`src/rtl/cv32e41s_lsu_resp_unit.sv`:
```
// cv32e41s_lsu_resp_unit
//   Response side of the LSU. It keeps in-order data-bus transactions that EX
//   issued and captures their OBI responses. Requests blocked by the MPU or a
//   watchpoint never reach the bus, so this block supplies their responses
//   itself. Split misaligned loads are aligned, extended and merged here. WB
//   receives one response per sub-operation over a valid/ready handshake.
//
// Ports
//   clk, rst_n              clock, synchronous active-low reset
//   req_*                   sub-operation issued from EX (valid/ready)
//   bus_rvalid_i/rdata/err  OBI response channel
//   lsu_*                   response to WB (valid/ready, data, error, status)
//   cnt_o, busy_o           occupancy of the outstanding-transaction FIFO

package cv32e41s_lsu_resp_pkg;

    typedef enum logic [1:0] {
        MPU_OK       = 2'b00,
        MPU_RE_FAULT = 2'b01,
        MPU_WR_FAULT = 2'b10
    } mpu_status_e;

    typedef struct packed {
        logic        bus;
        logic        we;
        logic [1:0]  typ;
        logic        sext;
        logic [1:0]  offset;
        logic        split_first;
        logic        split_second;
        mpu_status_e mpu_status;
        logic [31:0] wpt_match;
        logic        done;
        logic [31:0] rdata;
        logic        err;
    } lsu_entry_t;

endpackage

module cv32e41s_lsu_resp_unit
    import cv32e41s_lsu_resp_pkg::*;
#(
    parameter int DEPTH = 2
) (
    input  logic                       clk,
    input  logic                       rst_n,

    input  logic                       req_valid_i,
    output logic                       req_ready_o,
    input  logic                       req_bus_i,
    input  logic                       req_we_i,
    input  logic [1:0]                 req_type_i,
    input  logic                       req_sext_i,
    input  logic [1:0]                 req_offset_i,
    input  logic                       req_split_first_i,
    input  logic                       req_split_second_i,
    input  mpu_status_e                req_mpu_status_i,
    input  logic [31:0]                req_wpt_match_i,

    input  logic                       bus_rvalid_i,
    input  logic [31:0]                bus_rdata_i,
    input  logic                       bus_err_i,

    output logic                       lsu_valid_o,
    input  logic                       lsu_ready_i,
    output logic [31:0]                lsu_rdata_o,
    output logic                       lsu_err_o,
    output mpu_status_e                lsu_mpu_status_o,
    output logic [31:0]                lsu_wpt_match_o,

    output logic [$clog2(DEPTH):0]     cnt_o,
    output logic                       busy_o
);

    localparam int PW = $clog2(DEPTH);
    localparam int CW = PW + 1;

    lsu_entry_t         ent_q [DEPTH];
    lsu_entry_t         ent_d [DEPTH];
    logic [PW-1:0]      wptr_q, wptr_d;
    logic [PW-1:0]      rptr_q, rptr_d;
    logic [PW-1:0]      rsp_ptr_q, rsp_ptr_d;
    logic [CW-1:0]      count_q, count_d;
    logic [31:0]        agg_q, agg_d;

    lsu_entry_t         head;
    lsu_entry_t         new_ent;
    logic               empty;
    logic               full;
    logic               push;
    logic               pop;
    logic               rsp_legal;
    logic               rsp_accept;
    logic [4:0]         sh_first;
    logic [5:0]         sh_second;
    logic [31:0]        w_first;
    logic [31:0]        w_aligned;
    logic [31:0]        w_ext;

    assign head  = ent_q[rptr_q];
    assign empty = (count_q == '0);
    assign full  = (count_q == CW'(DEPTH));

    // Blocked entries produce their response at push time, so they may only
    // enter an empty FIFO; otherwise they would overtake pending bus responses.
    assign req_ready_o = !full && (req_bus_i || empty);
    assign push        = req_valid_i && req_ready_o;

    assign lsu_valid_o = !empty && head.done;
    assign pop         = lsu_valid_o && lsu_ready_i;

    // When the FIFO is full, rsp_ptr == wptr still has a pending entry unless
    // that entry has already responded. Responses while empty are stale (for
    // example left over from before a reset) and are dropped.
    assign rsp_legal  = !empty && ((rsp_ptr_q != wptr_q) || full) && !ent_q[rsp_ptr_q].done;
    assign rsp_accept = bus_rvalid_i && rsp_legal;

    // Alignment of the head entry data
    assign sh_first  = {head.offset, 3'b000};
    assign sh_second = 6'd32 - {1'b0, head.offset, 3'b000};
    assign w_first   = head.rdata >> sh_first;

    always_comb begin
        w_aligned = w_first;
        if (head.split_second) begin
            w_aligned = (head.rdata << sh_second) | agg_q;
        end
    end

    always_comb begin
        w_ext = w_aligned;
        unique case (head.typ)
            2'b00:   w_ext = {{24{head.sext & w_aligned[7]}},  w_aligned[7:0]};
            2'b01:   w_ext = {{16{head.sext & w_aligned[15]}}, w_aligned[15:0]};
            default: w_ext = w_aligned;
        endcase
    end

    assign lsu_rdata_o      = (!empty && !head.we) ? w_ext : 32'h0;
    assign lsu_err_o        = !empty && head.err;
    assign lsu_mpu_status_o = empty ? MPU_OK : head.mpu_status;
    assign lsu_wpt_match_o  = empty ? 32'h0  : head.wpt_match;
    assign cnt_o            = count_q;
    assign busy_o           = !empty;

    always_comb begin
        new_ent              = '0;
        new_ent.bus          = req_bus_i;
        new_ent.we           = req_we_i;
        new_ent.typ          = req_type_i;
        new_ent.sext         = req_sext_i;
        new_ent.offset       = req_offset_i;
        new_ent.split_first  = req_split_first_i;
        new_ent.split_second = req_split_second_i;
        new_ent.mpu_status   = req_bus_i ? MPU_OK : req_mpu_status_i;
        new_ent.wpt_match    = req_bus_i ? 32'h0  : req_wpt_match_i;
        new_ent.done         = !req_bus_i;
        new_ent.rdata        = 32'h0;
        new_ent.err          = 1'b0;
    end

    always_comb begin
        ent_d     = ent_q;
        wptr_d    = wptr_q;
        rptr_d    = rptr_q;
        rsp_ptr_d = rsp_ptr_q;
        count_d   = count_q;
        agg_d     = agg_q;

        if (pop) begin
            ent_d[rptr_q].done = 1'b0;
            rptr_d             = rptr_q + PW'(1);
            // Blocked or errored first halves still feed the aggregate.
            if (head.split_first) begin
                agg_d = w_first;
            end
        end

        if (push) begin
            ent_d[wptr_q] = new_ent;
            wptr_d        = wptr_q + PW'(1);
            if (!req_bus_i) begin
                rsp_ptr_d = rsp_ptr_q + PW'(1);
            end
        end

        // A blocked push needs an empty FIFO and an accepted response needs a
        // non-empty one, so the two never advance rsp_ptr together.
        if (rsp_accept) begin
            ent_d[rsp_ptr_q].rdata = bus_rdata_i;
            ent_d[rsp_ptr_q].err   = bus_err_i;
            ent_d[rsp_ptr_q].done  = 1'b1;
            rsp_ptr_d              = rsp_ptr_q + PW'(1);
        end

        unique case ({push, pop})
            2'b10:   count_d = count_q + CW'(1);
            2'b01:   count_d = count_q - CW'(1);
            default: count_d = count_q;
        endcase
    end

    always_ff @(posedge clk) begin
        if (!rst_n) begin
            for (int i = 0; i < DEPTH; i++) begin
                ent_q[i] <= '0;
            end
            wptr_q    <= '0;
            rptr_q    <= '0;
            rsp_ptr_q <= '0;
            count_q   <= '0;
            agg_q     <= '0;
        end else begin
            for (int i = 0; i < DEPTH; i++) begin
                ent_q[i] <= ent_d[i];
            end
            wptr_q    <= wptr_d;
            rptr_q    <= rptr_d;
            rsp_ptr_q <= rsp_ptr_d;
            count_q   <= count_d;
            agg_q     <= agg_d;
        end
    end

`ifndef SYNTHESIS
    // A response with nothing pending is a bus protocol violation.
    always @(posedge clk) begin
        if (rst_n && bus_rvalid_i && !empty) begin
            assert (rsp_legal)
                else $error("lsu_resp_unit: bus response without pending transaction");
        end
    end
`endif

endmodule

```
`config.mk`:
```
export PLATFORM = sky130hd
export DESIGN_NAME = cv32e41s_lsu_resp_unit
export DESIGN_NICKNAME = d
export VERILOG_FILES = /design/src/rtl/cv32e41s_lsu_resp_unit.sv
export SDC_FILE = /design/constraint.sdc
export NUM_CORES = 1
export LEC_CHECK = 0
export ABC_AREA = 1
export BUFFER_PORTS_ARGS = -buffer_cell sky130_fd_sc_hd__buf_2
export CAP_MARGIN = 20
export CORE_MARGIN = 5
export CORE_UTILIZATION = 51
export DETAILED_ROUTE_END_ITERATION = 7
export PLACE_DENSITY = 0.77
export REMOVE_ABC_BUFFERS = 1
export SLEW_MARGIN = 5
export SYNTH_ARGS = -nofsm -noshare
export SYNTH_HDL_FRONTEND = slang
export SYNTH_SLANG_ARGS = --single-unit
```
`constraint.sdc`:
```
create_clock -name clk -period 4.1 [get_ports clk]
set_clock_uncertainty 0.15 [all_clocks]
set_input_delay 0.205 -clock clk [delete_from_list [all_inputs] [get_ports clk]]
set_output_delay 0.205 -clock clk [all_outputs]
set_load 0.005 [all_outputs]
```
==> impl_metrics.ini, run 1 <==
[power]
power_leakage_uw = 0.005375
peakVddDrop_mv = 0.3176
power_uw = 5066
power_density_nw_per_um2 = 428.3

[synth]
synth_cells = 1494
synth_adder_area_share_pct = 0.3857
synth-compound-area-share_pct = 24.58
yosys_warnings = 0
yosysMostFrequentCell = nand2_1
synth-xor-area-share_pct = 0
synth_top_area_share_pct = 38.87
ys_async_sr_fraction_pct = 0
yosysSeqAreaShare_pct = 38.87
synthFlopType = dfxtp_1
synth_edf_count = 0
synthMuxAreaShare_pct = 0
yosys.area_share.simple_pct = 26.30
netlist_top_cells_area = dfxtp_1, nand2_1, a21oi_1
synth_top_family_by_area = simple AND/OR/NAND/NOR gates
ys_top_cells_by_count = nand2_1, a21oi_1, dfxtp_1, o21ai_0, inv_1
syn_avg_cell_area_um2 = 6.515
synth.cell_area_um2 = 9733
synth.largest_area_cell = dfxtp_1
ys_ff_latch = 189
ys_types = 33

[place]
port_buffers = 152
place.gp.congestion = 0.9193
place_area_um2 = 10490
place_hpwl_um = 18170
pre_cts_slack_ns = 0.9987

[critical_path]
crit_top_cell = nand2_1
path_max_fanout = 41
rrSetupSlack_ns = 1.27
crit_type = flop to output pin
arrival_ns = 3.24
critPathSlowestCell = or2_0
path_buf_inv = 4
r2r_end = agg_q[10]
crit_required_ns = 3.74
critical_path.cell_chain = buf_4 > nand2_1 > o21ai_4 > inv_4 > or2_0 > nor2_8 > nand3_4 > nand3_1 > nand2_1 > inv_1 > buf_2
critPathMaxStageDelay_ns = 0.53
startpoint_type = flop
cp_top_family = simple AND/OR/NAND/NOR gates
r2r_cells = 9
worst_setup_path_end_kind = output pin
reg2reg_from = rptr_q
crit_start = rptr_q

[global_routing]
grt_pass1_vias = 9615
overflow = 0
grt_max_degree = 109
antenna_found_initial = 0
grtUsageTotal_pct = 25.95
grt_pass1_wl_um = 47290

[clock_network]
cts.sinks = 189
cts_hold_buf = 75
clk_pin_slew_ns = 0.07
root_buffer = clkbuf_16
cts_made_buffers = 17
cts_resized = 0
htree_levels = 4
cts_tree = done
post-cts-setup-buffers = 0
clock_latency_ns = 0.45
clockBufferDepth = 2

[final_layout]
register_area_um2 = 3785
area_growth_pct = 21.53
finish.utilization_pct = 63.03
final_area_um2 = 11830
nFillCells = 1715
multi_input_area_um2 = 5007
antenna_cells = 0
final_nets = 1737
drive_gt1_share_pct = 14.53

[status]
status = finished, final reports clean

[flow_run]
max_cap_viol_count = 0

[floorplanning]
die_area_um2 = 21950
die_h_um = 148.1
core_um2 = 18770
rows = 50
die_w_um = 148.1
start_util_pct = 51.86
pin_count = 153

[sta]
period_minus_slack_ns = 3.596
finalCritPeriodShare_pct = 87.72
rsz0062_at_grt = false
timing.fmax_mhz = 278.1
layout_setup_ws_ns = 0.5036
setup_viol = 0
final_max_slew_viol_count = 0
relSlewSlack_pct = 38.07
worst_pin_slew_ns = 0.9290
hold_viol_final = 0

[hold_path]
min-delay-start = req_valid_i
hold_path_depth = 5
hold_class = input port to flop
hold_end = wptr_q

[drt]
drtAntennaViolNets = 0
drt_pass1_iterations = 5
vias = 10408
drc = 0
via_per_inst = 5.478
wire_per_inst_um = 15.00
routed_wl_um = 28500
drt_iter0_drc = 960
[worst max-delay path by stage]
stage	end	slack, ns	cells past startpoint
after floorplan	lsu_rdata_o[16]	-1.34	11
after global placement	lsu_rdata_o[20]	1.07	11
after detailed placement	lsu_rdata_o[21]	1.0	11
after CTS	lsu_rdata_o[21]	0.50	11
after global routing	lsu_rdata_o[21]	0.28	11
final	lsu_rdata_o[21]	0.50	11
[routing by layer]
layer | part of all wire, % | up-vias | wire, um | track usage, %
li1 | - | 5218 | - | -
met1 | 43 | 4715 | 12270 | 34.17
met2 | 47 | 426 | 13400 | 42.18
met3 | 7.8 | 49 | 2234 | 5.911
met4 | 2.1 | 0 | 597 | 8.868
met5 | 0 | - | 0 | 0
[layout make-up]
cell class,instances,area share (%)
clock inverter,13,1.248
multi-input combinational,1080,42.33
clock buffer,19,3.744
timing repair buffer,256,14.72
tap,234,2.475
sequential,189,32.00
inverter,109,3.480
[cells by family (layout without fill, tap and decap cells)]
kind of cell             Yosys count  in the layout
flip-flops                       189            189
buffers and inverters            225            397
AND/OR/NAND/NOR                  633            633
adder cells (fa/ha/maj)            3              3
AO/OA/AOI/OAI                    444            444
[cell usage in the layout (no fill, tap or decap), types with 4 or more instances in the layout]
cell type | netlist | final
a21oi_1 | 208 | 208
a22oi_1 | 18 | 18
nand2_1 | 436 | 436
a211oi_1 | 23 | 23
o21ai_2 | 5 | 4
inv_2 | 6 | 6
buf_2 | 27 | 152
nand3_1 | 82 | 82
a31oi_1 | 11 | 11
o31ai_1 | 4 | 4
nor2_1 | 99 | 99
dlygate4sd3_1 | 0 | 75
dfxtp_1 | 189 | 188
buf_4 | 9 | 28
inv_6 | 0 | 4
inv_1 | 102 | 102
clkbuf_16 | 0 | 17
o21ai_0 | 168 | 168
[through the flow]
step	std cells	setup TNS (ns)	hold slack (ns)
floorplan	1378	-52.43	0.1757
CTS	1900	0	0.01903
global placement	1792	0	0.2875
finish	1900	0	0.03890
detailed placement	1793	0	0.2947
global route	1900	0	0.04707
[tightest hold or removal path, stage by stage]
cell	delay, ns
buf_2	0.09
nand2_2	0.07
inv_2	0.08
o21ai_0	0.07
nor2_1	0.07
[report_power, final]
part           internal (uW)  leakage (uW)  switching [uW]  total [uW]
combinational            449       0.00355             904        1350
sequential              1980       0.00154            68.4        2050
clock                    881      0.000284             784        1670
(Power assumes the default switching activity.)
==> run 2: changes to the inputs <==
--- a/config.mk
+++ b/config.mk
@@ -13,4 +13,5 @@
 export DETAILED_ROUTE_END_ITERATION = 7
 export PLACE_DENSITY = 0.77
+export RECOVER_POWER = 50
 export REMOVE_ABC_BUFFERS = 1
 export SLEW_MARGIN = 5
==> constraint.sdc (replaced) <==
create_clock -name clk -period 4.1 [get_ports clk]
set_clock_uncertainty 0.15 [all_clocks]
set_input_delay 0 -clock clk [delete_from_list [all_inputs] [get_ports clk]]
set_output_delay 0 -clock clk [all_outputs]
set_load 0.005 [all_outputs]
==> run 2 against run 1 <==
  * Register-to-register slack lost 0.77 ns
  * Non-clock buffer count is 3 higher
  * First-iteration DRC count fell by 6.9%
  * Sequential cell count is the same
==> impl_metrics.ini, run 2 (synthesized netlist as in run 1, its figures left out) <==
[critical_path]
cp_top_family = simple AND/OR/NAND/NOR gates
arrival_ns = 3.83
rrSetupSlack_ns = 0.50
crit_type = flop to flop
critPathMaxStageDelay_ns = 0.83
worst_setup_path_end_kind = flop
path_max_fanout = 74
crit_required_ns = 4.32
path_buf_inv = 2
reg2reg_from = cnt_o[0]
critical_path.cell_chain = nor2_1 > inv_1 > o21ai_2 > nand2_1 > inv_1 > nand2_4 > nor2_2 > a22oi_1 > nor2_1
worst-path-stages = 9
r2r_cells = 9
critPathSlowestCell = nor2_2
startpoint_type = flop

[global_routing]
grt_pass1_wl_um = 47050
grt_pass1_vias = 9652
overflow = 0
antenna_found_initial = 0
grtUsageTotal_pct = 25.71
grt_max_degree = 75

[sta]
finalCritPeriodShare_pct = 87.89
hold_viol_final = 0
layout_setup_ws_ns = 0.4964
timing.fmax_mhz = 277.5
setup_viol = 0
relSlewSlack_pct = 24.50
period_minus_slack_ns = 3.604
final_max_slew_viol_count = 0
rsz0062_at_grt = false
worst_pin_slew_ns = 1.131

[drt]
drt_iter0_drc = 894
drtAntennaViolNets = 0
wire_per_inst_um = 15.18
routed_wl_um = 28880
drc = 0
drt_pass1_iterations = 6
via_per_inst = 5.517
vias = 10499

[final_layout]
area_growth_pct = 21.71
drive_gt1_share_pct = 11.98
final_common_cell = nand2_1
final_nets = 1740
final_cell_mix = nand2_1, a21oi_1, dfxtp_1, o21ai_0, buf_2
fin_cells = 1903
antenna_cells = 0

[power]
combPwrFrac_pct = 26.4
power_density_nw_per_um2 = 431.2
power.internal_uw = 3344
p_seq_share_pct = 40.1
swShare_pct = 34.53
power_leakage_uw = 0.005274
p_clk_share_pct = 33.5
power.switching_uw = 1764
peakVddDrop_mv = 0.3549

[clock_network]
cts_resized = 0
htree_levels = 4
root_buffer = clkbuf_16
cts.sinks = 189
cts_made_buffers = 17
clock_latency_ns = 0.44
cts_tree = done
clockBufferDepth = 2
clk_pin_slew_ns = 0.08

[floorplanning]
die_h_um = 148.1
rows = 50
die_area_um2 = 21950
pin_count = 153
die_w_um = 148.1
core_um2 = 18770
start_util_pct = 51.86

[place]
place_hpwl_um = 17960
place.gp.congestion = 0.9163
pre_cts_slack_ns = 1.078
dp_cells = 1786
port_buffers = 152

[hold_path]
min-delay-start = req_bus_i
hold_class = input port to flop
hold_path_depth = 4

[status]
status = finished, final reports clean

[flow_run]
max_cap_viol_count = 0
run 2: layout make-up:
cell class / instances / area [um^2]
flip-flops and latches: 189 / 3785
well taps: 234 / 292.8
inverters: 109 / 411.6
fillers: 1735 / 6922
multi-input cells: 1080 / 4992
clock buffers: 18 / 429.2
clock inverters: 14 / 176.4
repair buffers: 259 / 1759
run 2: worst max-delay path by stage:
stage | from | endpoint
after global routing | cnt_o[0] | flop
after floorplan | rptr_q | lsu_rdata_o[16]
after global placement | cnt_o[0] | flop
after detailed placement | cnt_o[0] | flop
after CTS | rptr_q | lsu_rdata_o[20]
final | cnt_o[0] | flop
run 2: layer usage:
layer	wire length (um)	vias up	share of wire, %	global-route usage (%)
met5	0	-	0	0
met1	12080	4721	42	33.48
met3	2454	75	8.5	5.424
li1	-	5225	-	-
met2	13600	478	47	42.36
met4	745	0	2.6	9.192
run 2: power by group through the flow:
stage	clock network (uW)	logic (uW)	registers (uW)
3_3_place_gp	0	1240	2080
3_5_place_dp	0	1260	2090
5_1_grt	1810	1500	2060
4_1_cts	1730	1330	2050
2_1_floorplan	0	810	2080
6_report	1710	1350	2050
run 2: metrics by stage:
step | instance area (um^2) | hold WS [ns] | power (uW) | utilization [%] | TNS, ns
after floorplan | 9185 | -0.02927 | 2887 | - | -45.87
after global placement | 10440 | 0.1020 | 3324 | 55.60 | 0
after global routing | 11850 | 0.03263 | 5370 | 63.12 | 0
after detailed placement | 10440 | 0.1110 | 3349 | 55.60 | 0
after CTS | 11880 | 0.0002012 | 5106 | 63.31 | 0
final | 11850 | 0.02134 | 5108 | 63.12 | 0
run 2: timing repair:
item                                    in CTS  in global routing
endpoints found under the setup margin       0                  0
hold buffers                                84                  0
endpoints found under the hold margin      154                  0
buffers inserted                             0                  0
run 2: worst min-delay path, stage by stage:
cell,delay (ns)
buf_2,0.33
nor2_1,0.11
nand2_1,0.05
a21oi_1,0.06
